$ cat src/rtl/fft_stage_sequencer.sv
// fft_stage_sequencer: address/control sequencer for an in-place radix-2 DIT FFT
// Ports: clk, rst_n (async active-low); start -> busy, done.
//   rd_addr_a/b, tw_addr: RAM/ROM read addresses, data returns one cycle later on rd_data_a/b, tw_data.
//   bf_A/B/W: operands to an external butterfly; bf_sum/bf_diff: its results.
//   wr_en, wr_addr_a/b, wr_data_a/b: write-back of sum (port a) and diff (port b).
module fft_stage_sequencer #(
  parameter int WIDTH = 36,
  parameter int N     = 32
) (
  input  logic                 clk,
  input  logic                 rst_n,
  input  logic                 start,
  output logic                 busy,
  output logic                 done,
  output logic [$clog2(N)-1:0] rd_addr_a,
  output logic [$clog2(N)-1:0] rd_addr_b,
  input  logic [WIDTH-1:0]     rd_data_a,
  input  logic [WIDTH-1:0]     rd_data_b,
  output logic [$clog2(N)-2:0] tw_addr,
  input  logic [WIDTH-1:0]     tw_data,
  output logic [WIDTH-1:0]     bf_A,
  output logic [WIDTH-1:0]     bf_B,
  output logic [WIDTH-1:0]     bf_W,
  input  logic [WIDTH-1:0]     bf_sum,
  input  logic [WIDTH-1:0]     bf_diff,
  output logic                 wr_en,
  output logic [$clog2(N)-1:0] wr_addr_a,
  output logic [$clog2(N)-1:0] wr_addr_b,
  output logic [WIDTH-1:0]     wr_data_a,
  output logic [WIDTH-1:0]     wr_data_b
);
  localparam int LOG2N = $clog2(N);
  typedef enum logic [1:0] {IDLE, RUN, DRAIN, DONE} state_t;
  state_t           state;
  logic [LOG2N-1:0] s;
  logic [LOG2N-2:0] j;
  logic             dc;
  logic             iss_v;
  logic             op_v;
  logic [LOG2N-1:0] op_a;
  logic [LOG2N-1:0] op_b;
  logic [LOG2N-2:0] mask;
  logic [LOG2N-2:0] pos;
  logic [LOG2N-1:0] ia;
  logic [LOG2N-1:0] half;
  logic [LOG2N-2:0] tw;
  // Address a is j with a zero bit inserted at position s; b sets that bit.
  always_comb begin
    mask = ~({(LOG2N-1){1'b1}} << s);
    pos  = j & mask;
    ia   = (({1'b0, j} >> s) << (s + 1'b1)) | {1'b0, pos};
    half = {{(LOG2N-1){1'b0}}, 1'b1} << s;
    tw   = pos << (LOG2N - 1 - s);
  end
  assign bf_A = rd_data_a;
  assign bf_B = rd_data_b;
  assign bf_W = tw_data;
  always_ff @(posedge clk or negedge rst_n) begin
    if (!rst_n) begin
      state     <= IDLE;
      s         <= '0;
      j         <= '0;
      dc        <= 1'b0;
      iss_v     <= 1'b0;
      op_v      <= 1'b0;
      op_a      <= '0;
      op_b      <= '0;
      busy      <= 1'b0;
      done      <= 1'b0;
      rd_addr_a <= '0;
      rd_addr_b <= '0;
      tw_addr   <= '0;
      wr_en     <= 1'b0;
      wr_addr_a <= '0;
      wr_addr_b <= '0;
      wr_data_a <= '0;
      wr_data_b <= '0;
    end else begin
      iss_v     <= state == RUN;
      rd_addr_a <= state == RUN ? ia : '0;
      rd_addr_b <= state == RUN ? ia | half : '0;
      tw_addr   <= state == RUN ? tw : '0;
      op_v      <= iss_v;
      op_a      <= rd_addr_a;
      op_b      <= rd_addr_b;
      wr_en     <= op_v;
      wr_addr_a <= op_v ? op_a : '0;
      wr_addr_b <= op_v ? op_b : '0;
      wr_data_a <= op_v ? bf_sum : '0;
      wr_data_b <= op_v ? bf_diff : '0;
      busy      <= state == RUN || state == DRAIN;
      done      <= state == DONE;
      case (state)
        IDLE: if (start) begin
          state <= RUN;
          s     <= '0;
          j     <= '0;
        end
        RUN: begin
          j <= j + 1'b1;
          if (&j) begin
            state <= DRAIN;
            dc    <= 1'b0;
          end
        end
        // Two drain cycles let the last write of a stage land before the next stage reads.
        DRAIN: begin
          dc <= 1'b1;
          if (dc) begin
            if (s == LOG2N'(LOG2N - 1)) state <= DONE;
            else begin
              s     <= s + 1'b1;
              state <= RUN;
            end
          end
        end
        default: state <= IDLE;
      endcase
    end
  end
endmodule

$ cat config.mk
export PLATFORM = sky130hd
export DESIGN_NAME = fft_stage_sequencer
export DESIGN_NICKNAME = d
export VERILOG_FILES = /design/src/rtl/fft_stage_sequencer.sv
export SDC_FILE = /design/constraint.sdc
export NUM_CORES = 1
export LEC_CHECK = 0
export CORE_AREA = 2 2 149 151
export CTS_BUF_LIST = sky130_fd_sc_hd__clkbuf_8
export CTS_CLUSTER_DIAMETER = 40
export DETAILED_ROUTE_END_ITERATION = 6
export DIE_AREA = 0 0 151 153
export MAX_ROUTING_LAYER = met4
export PLACE_DENSITY = 0.67
export SYNTH_ARGS = -nofsm -noshare
export SYNTH_HDL_FRONTEND = slang
export SYNTH_SLANG_ARGS = --single-unit
$ cat constraint.sdc
create_clock -name clk -period 3.7 [get_ports clk]
set_clock_uncertainty 0.1 [all_clocks]
set_input_delay 0.74 -clock clk [delete_from_list [all_inputs] [get_ports clk]]
set_output_delay 0.74 -clock clk [all_outputs]
set_load 0.1 [all_outputs]
Word level (Yosys, flattened, before mapping)
Cells that the tools add are included.
{"block": "word_totals", "ff_bits": 123, "in_bits": 183, "out_inout_bits": 207, "word_cells": 68}
{"block": "classes", "addsub": 3, "eq_ne": 8, "n_shift": 5, "muxes": 20, "bitwise_logic": 4, "reduce_logical": 10}
{"op": "36-bit 2-to-1 mux", "n": 2}
{"op": "5-bit 2-to-1 mux", "n": 7}
{"op": "4-bit by 32-bit left shift with 4-bit output", "n": 1}
{"op": "5-bit case mux with 2 select lines", "n": 1}
{"op": "2-bit 2-to-1 mux", "n": 4}
{"op": "4-bit 2-to-1 mux", "n": 2}
{"op": "4-bit case mux with 2 select lines", "n": 1}
{"op": "4-bit AND reduction", "n": 2}
{"op": "2-bit inequality test (second input constant)", "n": 3}
{"op": "2-bit case mux with 3 select lines", "n": 1}
{"op": "2-bit nonzero test", "n": 3}
{"op": "3-bit by 5-bit subtractor with 6-bit output (first input constant)", "n": 1}
{"op": "5-bit by 1-bit adder with 5-bit output (second input constant)", "n": 1}
{"op": "5-bit by 3-bit equality test with 1-bit output (second input constant)", "n": 1}
{"op": "5-bit by 4-bit OR with 5-bit output", "n": 1}
{"op": "5-bit OR", "n": 1}
{"op": "1-bit by 5-bit left shift with 5-bit output (first input constant)", "n": 1}
{"op": "4-bit by 5-bit left shift with 4-bit output (first input constant)", "n": 1}
{"op": "5-bit by 5-bit left shift with 5-bit output", "n": 1}
{"op": "4-bit by 5-bit >> shifter with 5-bit output", "n": 1}
{"op": "4-bit by 1-bit adder with 4-bit output (second input constant)", "n": 1}
{"op": "4-bit AND", "n": 1}
{"op": "2-bit equality test (second input constant)", "n": 2}
{"op": "4-bit NOT", "n": 1}
{"op": "8 further kinds", "n": 9}

Logic depth before layout (Yosys ltp)
Gate-level depths: netlist (run 1).
{"block": "depth", "word_depth": 6, "depth_mapped": 9, "mapped_depth_nobuf": 7}

Least setup slack after synthesis (run 1)
Ideal clock, no wire load.
{"block": "synth_path", "path_type": "reg-to-reg", "from": "register s[1]", "to": "register rd_addr_b[3]", "setup_ns": 0.136, "arrival_time_ns": 1.868, "required_time_ns": 3.464, "slack_ns": 1.596, "stages_incl_launch_ff": 9, "cell_sequence": "dfrtp_1 > buf_2 > inv_2 > ha_1 > clkbuf_1 > nand3_1 > o32ai_1 > a222oi_1 > a21oi_1"}
{"block": "synth_between", "elab_chain_cells": 6, "elab_cells_between_ends": 10, "classes_between": "1 x add/sub; 4 x shift; 1 x mux; 4 x bitwise"}
{"item": "from (decl)", "line": "35", "source": "logic [LOG2N-1:0] s;"}
{"item": "from (signal assigned)", "line": "112", "source": "s <= s + 1'b1;"}
{"item": "parallel branches: the longest is 4 deep, another holds 5-bit by 1-bit adder with 5-bit output"}
{"item": "5-bit OR *", "line": "81", "source": "rd_addr_b <= state == RUN ? ia | half : '0;"}
{"item": "5-bit 2-to-1 mux *", "line": "81"}
{"item": "to (signal assigned)", "line": "81"}
{"item": "to (decl)", "line": "16", "source": "output logic [$clog2(N)-1:0] rd_addr_b,"}
Mark *: on every way between the ends.
A chain may end at the register's enable or synchronous reset.

Worst setup path after layout (run 1)
{"block": "layout_path", "from": "register rd_addr_b[0]", "to": "output rd_addr_b[0]"}
No word-level cell between the ends.

==> impl_metrics.toml, run 1 <==
[outcome]
outcome = "completed"

[power_and_ir_drop]
p_leak_uw = 0.00306
p_comb_share_pct = 49.7
p_int_uw = 2960
p_sw_share_pct = 51.6
switchingPower_uw = 3160
ir_drop_mv = 0.243
pwr_density_cell_mw_per_mm2 = 867
finalPower_uw = 6120
p_seq_share_pct = 30.7
pwr-share-clk_pct = 19.6

[critical_path]
critPathMaxStageDelay_ns = 1.15
worst_setup_path_end_kind = "output port"
path_class = "flip-flop to output port"
cp.arrival_ns = 1.94
path_max_fanout = 2
worstPathRequired_ns = 2.86
cp_num_buf_inv = 1
worstSetupStartpoint = "rd_addr_b[0]"
worst_setup_path_start_kind = "flip-flop"
slowest_stage = "clkdlybuf4s50_1"
worstPathCellList = "clkdlybuf4s50_1"
timing.rr.start = "s[0]"
critPathTopFamily = "buffers and inverters"

[final_layout]
syn2layout_area_growth_pct = 28.8
fin_nets = 743
stdcell_count = 846
final_util_pct = 32.9
drive_gt1_share_pct = 10.1
diodes = 0

[die]
core.rowCount = 54
die-area_mm2 = 0.0231
io-pin-count = 390
start_util_pct = 25.5
core_mm2 = 0.0215
dieWidth_um = 151
fp.dieH_um = 153

[synth]
ys_warn_count = 0
netlist_instances = 488
synthArstFlopShare_pct = 100
synth_top_area_share_pct = 56.1
synthMostInstantiatedCell = "dfrtp_1"
syn-num-nets = 678
synth_edf_count = 0
yosysTopAreaCell = "dfrtp_1"
ys.flop_type = "dfrtp_1"
ys_seq_elements = 123
avgSynthCellArea_um2 = 11.2
synthTopCellsByCount = "dfrtp_1, buf_4, and2_1, nand2_1, o21ai_0"
synth.distinct_cells = 53
ys_top_cells_by_area = "dfrtp_1, buf_4, and2_1"
synth.yosys.seq_area_share_pct = 56.1
netlist_area_mm2 = 0.00549

[global_routing]
grt_max_degree = 84
track_usage_pct = 11.8
gr-total-overflow = 0
grt_pass1_vias = 3536
antenna_found_initial = 0
grt_pass1_wl_um = 20100

[placed_design]
place_inst = 814
place_congestion = 0.854
place_hpwl_um = 9810
port_buffers = 173

[timing]
post-route-min-period_ns = 2.78
rsz0062_at_grt = "no"
hold_slack_ns = 0.254
drv_slew = 0
finalHoldViolations = 0
tightest_slew_ns = 1.07
final-setup-viol-count = 0
tns_ns = 0
relSlewSlack_pct = 28.4
fmax_ghz = 0.360
fin_crit_sh_pct = 75.1

[detailed_routing]
drt_iter0_drc = 131
vias = 3582
postRouteAntennaNets = 0
drc = 0
wire_per_inst_um = 16.1
via_per_inst = 4.23
drt_first_pass_iters = 4
wirelength_um = 13600

[clocking]
clockBufferDepth = 2
post_cts_buffers = 0
cts_buffers = 17
clk_pin_slew_ns = 0.08
postCtsHoldBufs = 0
clock_sinks = 123
cts_tree = "yes"
cts_resized = 0
clkLatencyLatePin_ns = 0.43
h-tree-depth = 4
cts_root_buffer = "clkbuf_8"

[run]
max_cap_viol_count = 0

[min_path]
min_from = "iss_v"
min_path_type = "flip-flop to flip-flop"
==> power groups by stage <==
stage | registers [uW] | clock network [uW] | logic [uW]
after global placement | 1910 | 0 | 3050
final | 1880 | 1200 | 3050
after CTS | 1890 | 1240 | 3060
after floorplan | 3560 | 0 | 1170
after detailed placement | 1920 | 0 | 3060
after global routing | 1940 | 1300 | 3180
==> worst paths after layout <==
| path | cells past startpoint | slack (ns) | endpoint |
|---|---|---|---|
| worst max-delay path | 1 | 0.92 | rd_addr_b[0] |
| min in group asynchronous | 1 | 0.31 | wr_data_b[18] |
| worst min register to register | 0 | 0.25 | op_v |
| max in group asynchronous | 2 | 2.36 | wr_data_b[30] |
| worst min-delay path | 0 | 0.25 | op_v |
| worst max register to register | 6 | 1.43 | rd_addr_b[2] |
==> logic make-up after synthesis <==
| family | Yosys count | synth area share, % |
|---|---|---|
| and+or+nand+nor | 153 | 16.4 |
| muxes | 4 | 0.753 |
| xor gates and xnor gates | 3 | 0.479 |
| adders and majority gates | 7 | 1.60 |
| DFF | 123 | 56.1 |
| AOI/OAI and AO/OA | 58 | 7.21 |
| buffers and inverters | 140 | 17.5 |
==> routing by layer <==
metal / share of wire [%] / global-route usage, % / routed length, um / vias to the layer above
met2: 48 / 19.0 / 6550 / 220
met3: 13 / 5.49 / 1710 / 46
met5: 0 / - / 0 / -
li1: - / - / - / 1611
met4: 3.5 / 6.45 / 478 / 0
met1: 36 / 11.8 / 4840 / 1705
==> sequential cells by signal, summed over array words and instances (netlist names), 2 cells and up <==
signal and cells:
wr_data_a 36, op_b 5, j 4, wr_addr_a 5, s 5, wr_addr_b 5
tw_addr 4, op_a 5, rd_addr_b 5, wr_data_b 36, rd_addr_a 5, state 2
==> metrics by stage <==
| step | setup slack, ns | instance area, um^2 |
|---|---|---|
| 2_1_floorplan | 1.60 | 5490 |
| 3_3_place_gp | 1.26 | 6670 |
| 3_5_place_dp | 1.21 | 6670 |
| 4_1_cts | 0.878 | 7070 |
| 5_1_grt | 0.843 | 7070 |
| 6_report | 0.923 | 7070 |
==> layout by cell type, fill, tap and decap left out, types with 4 or more instances in the layout <==
cell type,count
clkdlybuf4s50_1,169
dfrtp_1,122
and2_1,83
nand2_1,20
o21ai_0,18
clkbuf_8,18
a21oi_1,14
nor2_1,13
nand3_1,9
inv_1,7
ha_1,7
inv_6,7
buf_4,6
a31oi_1,4
==> final cells by class <==
type | instances | area, um^2
Fill cell | 2133 | 14400
Tap cell | 280 | 350
Multi-Input combinational cell | 225 | 1450
Sequential cell | 123 | 3080
Clock buffer | 18 | 248
Timing Repair Buffer | 176 | 1760
Inverter | 10 | 37.5
Clock inverter | 14 | 146
Power figures use the tool's default switching activity.
==> run 2: changes to the inputs <==
--- a/config.mk
+++ b/config.mk
@@ -5,11 +5,11 @@
 export SDC_FILE = /design/constraint.sdc
 export NUM_CORES = 1
 export LEC_CHECK = 0
-export CORE_AREA = 2 2 149 151
+export CORE_AREA = 2 2 153 155
 export CTS_BUF_LIST = sky130_fd_sc_hd__clkbuf_8
 export CTS_CLUSTER_DIAMETER = 40
 export DETAILED_ROUTE_END_ITERATION = 6
-export DIE_AREA = 0 0 151 153
+export DIE_AREA = 0 0 155 157
 export MAX_ROUTING_LAYER = met4
 export PLACE_DENSITY = 0.67
 export SYNTH_ARGS = -nofsm -noshare
==> constraint.sdc (replaced) <==
create_clock -name clk -period 2.5 [get_ports clk]
set_clock_uncertainty 0.1 [all_clocks]
set_input_delay 0.5 -clock clk [delete_from_list [all_inputs] [get_ports clk]]
set_output_delay 0.5 -clock clk [all_outputs]
set_load 0.1 [all_outputs]
==> impl_metrics.toml, run 2 (synthesis gave the netlist of run 1 again) <==
[placed_design]
port_buffers = 173
place_hpwl_um = 9570
place_congestion = 0.868
place_ws_ns = 0.404

[detailed_routing]
drt_first_pass_iters = 5
via_per_inst = 4.17
wire_per_inst_um = 15.4
drt_iter0_drc = 203
postRouteAntennaNets = 0
wirelength_um = 13300
vias = 3610
drc = 0

[final_layout]
fillerInstances = 2262
drive_gt1_share_pct = 28.6
fin_nets = 757
layout_commonest_cell = "dfrtp_1"
syn2layout_area_growth_pct = 26.3
largestRegisters = "wr_data_a x36, wr_data_b x36"
diodes = 0
final_util_pct = 30.8
final_cell_mix = "dfrtp_1, buf_4, and2_1, clkdlybuf4s50_1, nand2_1"

[power_and_ir_drop]
p_int_uw = 4290
p_leak_uw = 0.00330
ir_drop_mv = 0.492
p_sw_share_pct = 52.0
p_seq_share_pct = 30.2
switchingPower_uw = 4660
p_comb_share_pct = 50.7
pwr_density_cell_mw_per_mm2 = 1290
pwr-share-clk_pct = 19.1

[timing]
worst_slack_ns = 0.417
tns_ns = 0
fmax_ghz = 0.480
drv_slew = 0
rsz0062_at_grt = "no"
finalHoldViolations = 0
post-route-min-period_ns = 2.08
tightest_slew_ns = 0.587
relSlewSlack_pct = 60.9
final-setup-viol-count = 0
fin_crit_sh_pct = 83.3

[global_routing]
grt_pass1_wl_um = 19900
antenna_found_initial = 0
track_usage_pct = 11.0
gr-total-overflow = 0
grt_pass1_vias = 3578
grt_max_degree = 46

[die]
start_util_pct = 24.4
dieWidth_um = 155
io-pin-count = 390
core.rowCount = 55
fp.dieH_um = 157
core_mm2 = 0.0225
die-area_mm2 = 0.0243

[critical_path]
rr_worst_depth = 6
crit_top_cell = "inv_1"
worstPathCellList = "inv_1 > ha_1 > inv_1 > o32ai_1 > nand2_1 > a31oi_1"
worst_setup_path_end_kind = "flip-flop"
timing.rr.start = "s[0]"
r2r_end = "rd_addr_b[2]"
path_max_fanout = 10
critPathMaxStageDelay_ns = 0.54
path_class = "flip-flop to flip-flop"
cp.arrival_ns = 2.34
worst_setup_path_start_kind = "flip-flop"
reg2reg_slack_ns = 0.42
worstPathRequired_ns = 2.76
slowest_stage = "ha_1"

[clocking]
clk_pin_slew_ns = 0.08
cts_tree = "yes"
clockBufferDepth = 2
h-tree-depth = 4
cts_resized = 0
cts_root_buffer = "clkbuf_8"
post_cts_buffers = 0
clock_sinks = 123
cts_buffers = 17
clkLatencyLatePin_ns = 0.44

[min_path]
min_from = "iss_v"
whs_endpoint = "op_v"
hold_depth = 0
min_path_type = "flip-flop to flip-flop"

[run]
max_cap_viol_count = 0

[outcome]
outcome = "completed"
-- run 2: cell types whose count changed in the layout (fill, tap and decap cells not counted), moves of 2 or more --
cell             previous run  this run
clkdlybuf4s50_1           169        73
inv_8                       2         0
inv_6                       7         5
clkinv_4                    2         5
buf_4                       6       115
-- run 2: final cells by class --
cell class / count / area (um^2) / share of cell area [%]
sequential: 123 / 3080 / 44.4
clock inverter: 14 / 138 / 1.99
timing repair buffer: 190 / 1620 / 23.4
inverter: 10 / 37.5 / 0.542
tap: 285 / 357 / 5.15
clock buffer: 18 / 248 / 3.57
multi-input combinational: 225 / 1450 / 20.9
-- run 2: worst max-delay path: cells and delay by family (launching register included) --
kind	cells	cell delay, ns
AO/OA/AOI/OAI	2	0.59
flip-flops	1	0.39
adder cells (fa/ha/maj)	1	0.54
AND/OR/NAND/NOR	1	0.14
buffers and inverters	2	0.24
-- run 2: worst max path at each step --
stage | start | slack [ns] | endpoint
6_report | s[0] | 0.42 | rd_addr_b[2]
5_1_grt | s[1] | 0.27 | rd_addr_b[3]
4_1_cts | s[1] | 0.45 | rd_addr_b[3]
3_5_place_dp | start | 0.40 | s[2]
3_3_place_gp | start | 0.41 | s[2]
2_1_floorplan | s[1] | 0.40 | rd_addr_b[3]
-- run 2: power by group through the flow --
stage | clock network (uW) | logic [uW] | registers [uW]
after floorplan | 0 | 1730 | 5260
after global placement | 0 | 4540 | 2750
after detailed placement | 0 | 4550 | 2760
after CTS | 1770 | 4560 | 2720
after global routing | 1850 | 4750 | 2770
final | 1710 | 4540 | 2710
-- run 2: metrics by stage --
stage	std cells	hold WS [ns]	total power [uW]	cell area (um^2)
floorplan	488	0.104	6990	5490
global placement	832	0.232	7290	6540
detailed placement	832	0.237	7310	6540
CTS	865	0.262	9050	6930
global route	865	0.264	9370	6930
finish	865	0.264	8950	6930
-- run 2: what timing repair did --
| item | 4_1_cts | 5_1_grt |
|---|---|---|
| hold buffers | 1 | 0 |
| endpoints found under the setup margin | 0 | 0 |
| endpoints found under the hold margin | 41 | 0 |
-- run 2: routing by layer --
metal,vias up,track usage (%),wire (um)
met1,1684,11.5,4930
met4,0,6.75,556
met3,66,4.57,1360
li1,1640,-,-
met2,220,17.5,6440
met5,-,-,0
==> run 3: changes to the inputs <==
--- a/config.mk
+++ b/config.mk
@@ -5,13 +5,13 @@
 export SDC_FILE = /design/constraint.sdc
 export NUM_CORES = 1
 export LEC_CHECK = 0
-export CORE_AREA = 2 2 153 155
+export CORE_AREA = 2 2 151 153
 export CTS_BUF_LIST = sky130_fd_sc_hd__clkbuf_8
 export CTS_CLUSTER_DIAMETER = 40
 export DETAILED_ROUTE_END_ITERATION = 6
-export DIE_AREA = 0 0 155 157
+export DIE_AREA = 0 0 153 155
 export MAX_ROUTING_LAYER = met4
-export PLACE_DENSITY = 0.67
+export PLACE_DENSITY = 0.66
 export SYNTH_ARGS = -nofsm -noshare
 export SYNTH_HDL_FRONTEND = slang
 export SYNTH_SLANG_ARGS = --single-unit
==> constraint.sdc (replaced) <==
create_clock -name clk -period 2.12 [get_ports clk]
set_clock_uncertainty 0.1 [all_clocks]
set_input_delay 0.424 -clock clk [delete_from_list [all_inputs] [get_ports clk]]
set_output_delay 0.424 -clock clk [all_outputs]
set_load 0.1 [all_outputs]
==> impl_metrics.toml, run 3 (synthesis gave the netlist of run 1 again) <==
[clocking]
h-tree-depth = 4
clkLatencyLatePin_ns = 0.42
cts_buffers = 17
clk_pin_slew_ns = 0.08
clock_sinks = 123
cts_root_buffer = "clkbuf_8"
clockBufferDepth = 2
cts_tree = "yes"

[detailed_routing]
drc = 0
drt_iter0_drc = 156
vias = 3679
drt_first_pass_iters = 4
via_per_inst = 4.22
wire_per_inst_um = 15.4
wirelength_um = 13400
postRouteAntennaNets = 0

[timing]
tightest_slew_ns = 0.494
tns_ns = 0
rsz0062_at_grt = "no"
post-route-min-period_ns = 2.00
drv_slew = 0
final-setup-viol-count = 0
fmax_ghz = 0.499
relSlewSlack_pct = 67.1
fin_crit_sh_pct = 94.5
finalHoldViolations = 0
worst_slack_ns = 0.117

[min_path]
whs_endpoint = "op_v"
hold_depth = 0
min_path_type = "flip-flop to flip-flop"
min_from = "iss_v"

[die]
core.rowCount = 55
dieWidth_um = 153
fp.dieH_um = 155
io-pin-count = 390
core_mm2 = 0.0222
start_util_pct = 24.7
die-area_mm2 = 0.0237

[power_and_ir_drop]
pwr_density_cell_mw_per_mm2 = 1520
p_leak_uw = 0.00335
ir_drop_mv = 0.466

[global_routing]
antenna_found_initial = 0
grt_pass1_vias = 3633
grt_max_degree = 55
gr-total-overflow = 0
grt_pass1_wl_um = 20500
track_usage_pct = 11.4

[placed_design]
place_congestion = 0.891
place_ws_ns = 0.191
port_buffers = 173
place_hpwl_um = 9850

[critical_path]
path_class = "flip-flop to flip-flop"
timing.rr.start = "s[0]"
path_max_fanout = 6
cp.arrival_ns = 2.19
worstSetupStartpoint = "s[0]"
rr_worst_depth = 7
worstPathRequired_ns = 2.30
worst_setup_path_start_kind = "flip-flop"
r2r_end = "rd_addr_b[3]"
reg2reg_slack_ns = 0.12
worst_setup_path_end_kind = "flip-flop"

[final_layout]
fillerInstances = 2238
syn2layout_area_growth_pct = 28.3
final_util_pct = 31.7
drive_gt1_share_pct = 29.5
diodes = 0
final_cell_mix = "dfrtp_1, buf_4, and2_1, clkdlybuf4s50_1, nand2_1"
largestRegisters = "wr_data_a x36, wr_data_b x36"
seqCellArea_mm2 = 0.00308
multi_input_area_mm2 = 0.00146
fin_nets = 763
layout_commonest_cell = "dfrtp_1"

[outcome]
outcome = "completed"

[run]
max_cap_viol_count = 0
-- run 3: layout make-up --
| type | instances | share of cell area [%] |
|---|---|---|
| flip-flops and latches | 123 | 43.8 |
| repair buffers | 196 | 24.4 |
| multi-input cells | 225 | 20.7 |
| well taps | 285 | 5.07 |
| clock buffers | 17 | 3.33 |
| clock inverters | 15 | 2.20 |
| inverters | 10 | 0.533 |
-- run 3: worst max-delay path by stage --
| stage | endpoint | cells after the start |
|---|---|---|
| floorplan | rd_addr_b[3] | 8 |
| global route | rd_addr_b[4] | 7 |
| finish | rd_addr_b[3] | 7 |
| global placement | rd_addr_b[3] | 6 |
| CTS | rd_addr_b[3] | 6 |
| detailed placement | rd_addr_b[3] | 6 |
-- run 3: repair_timing --
action,CTS,global route
hold buffers,1,0
gates resized for setup,0,1
setup endpoints to repair,0,1
buffers inserted,0,0
hold endpoints to repair,29,0
-- run 3: metrics by stage --
| step | power (uW) | cell area [um^2] | hold slack, ns | instances |
|---|---|---|---|---|
| 4_1_cts | 10800 | 7030 | 0.263 | 871 |
| 2_1_floorplan | 8240 | 5490 | 0.0284 | 488 |
| 5_1_grt | 11200 | 7040 | 0.280 | 871 |
| 3_3_place_gp | 8690 | 6630 | 0.233 | 838 |
| 6_report | 10700 | 7040 | 0.260 | 871 |
| 3_5_place_dp | 8730 | 6630 | 0.236 | 838 |
-- run 3: critical path, stage by stage, from the launching register on --
cell	delay [ns]
dfrtp_1	0.42
ha_1	0.28
and2_1	0.22
a21oi_2	0.18
buf_4	0.15
o31ai_4	0.07
a222oi_1	0.32
a21oi_1	0.14
-- run 3: routing by layer --
metal / part of all wire, % / track usage (%)
met5: 0 / -
met4: 5.1 / 8.02
met3: 9.9 / 4.26
met2: 48 / 17.9
met1: 37 / 12.0
-- run 3: report_power, final --
part	internal [uW]	switching, uW	leakage, uW	total, uW
Sequential	2880	332	0.00165	3220
Clock	973	1070	0.000198	2040
Combinational	1290	4140	0.00151	5430
Total	5140	5540	0.00335	10700
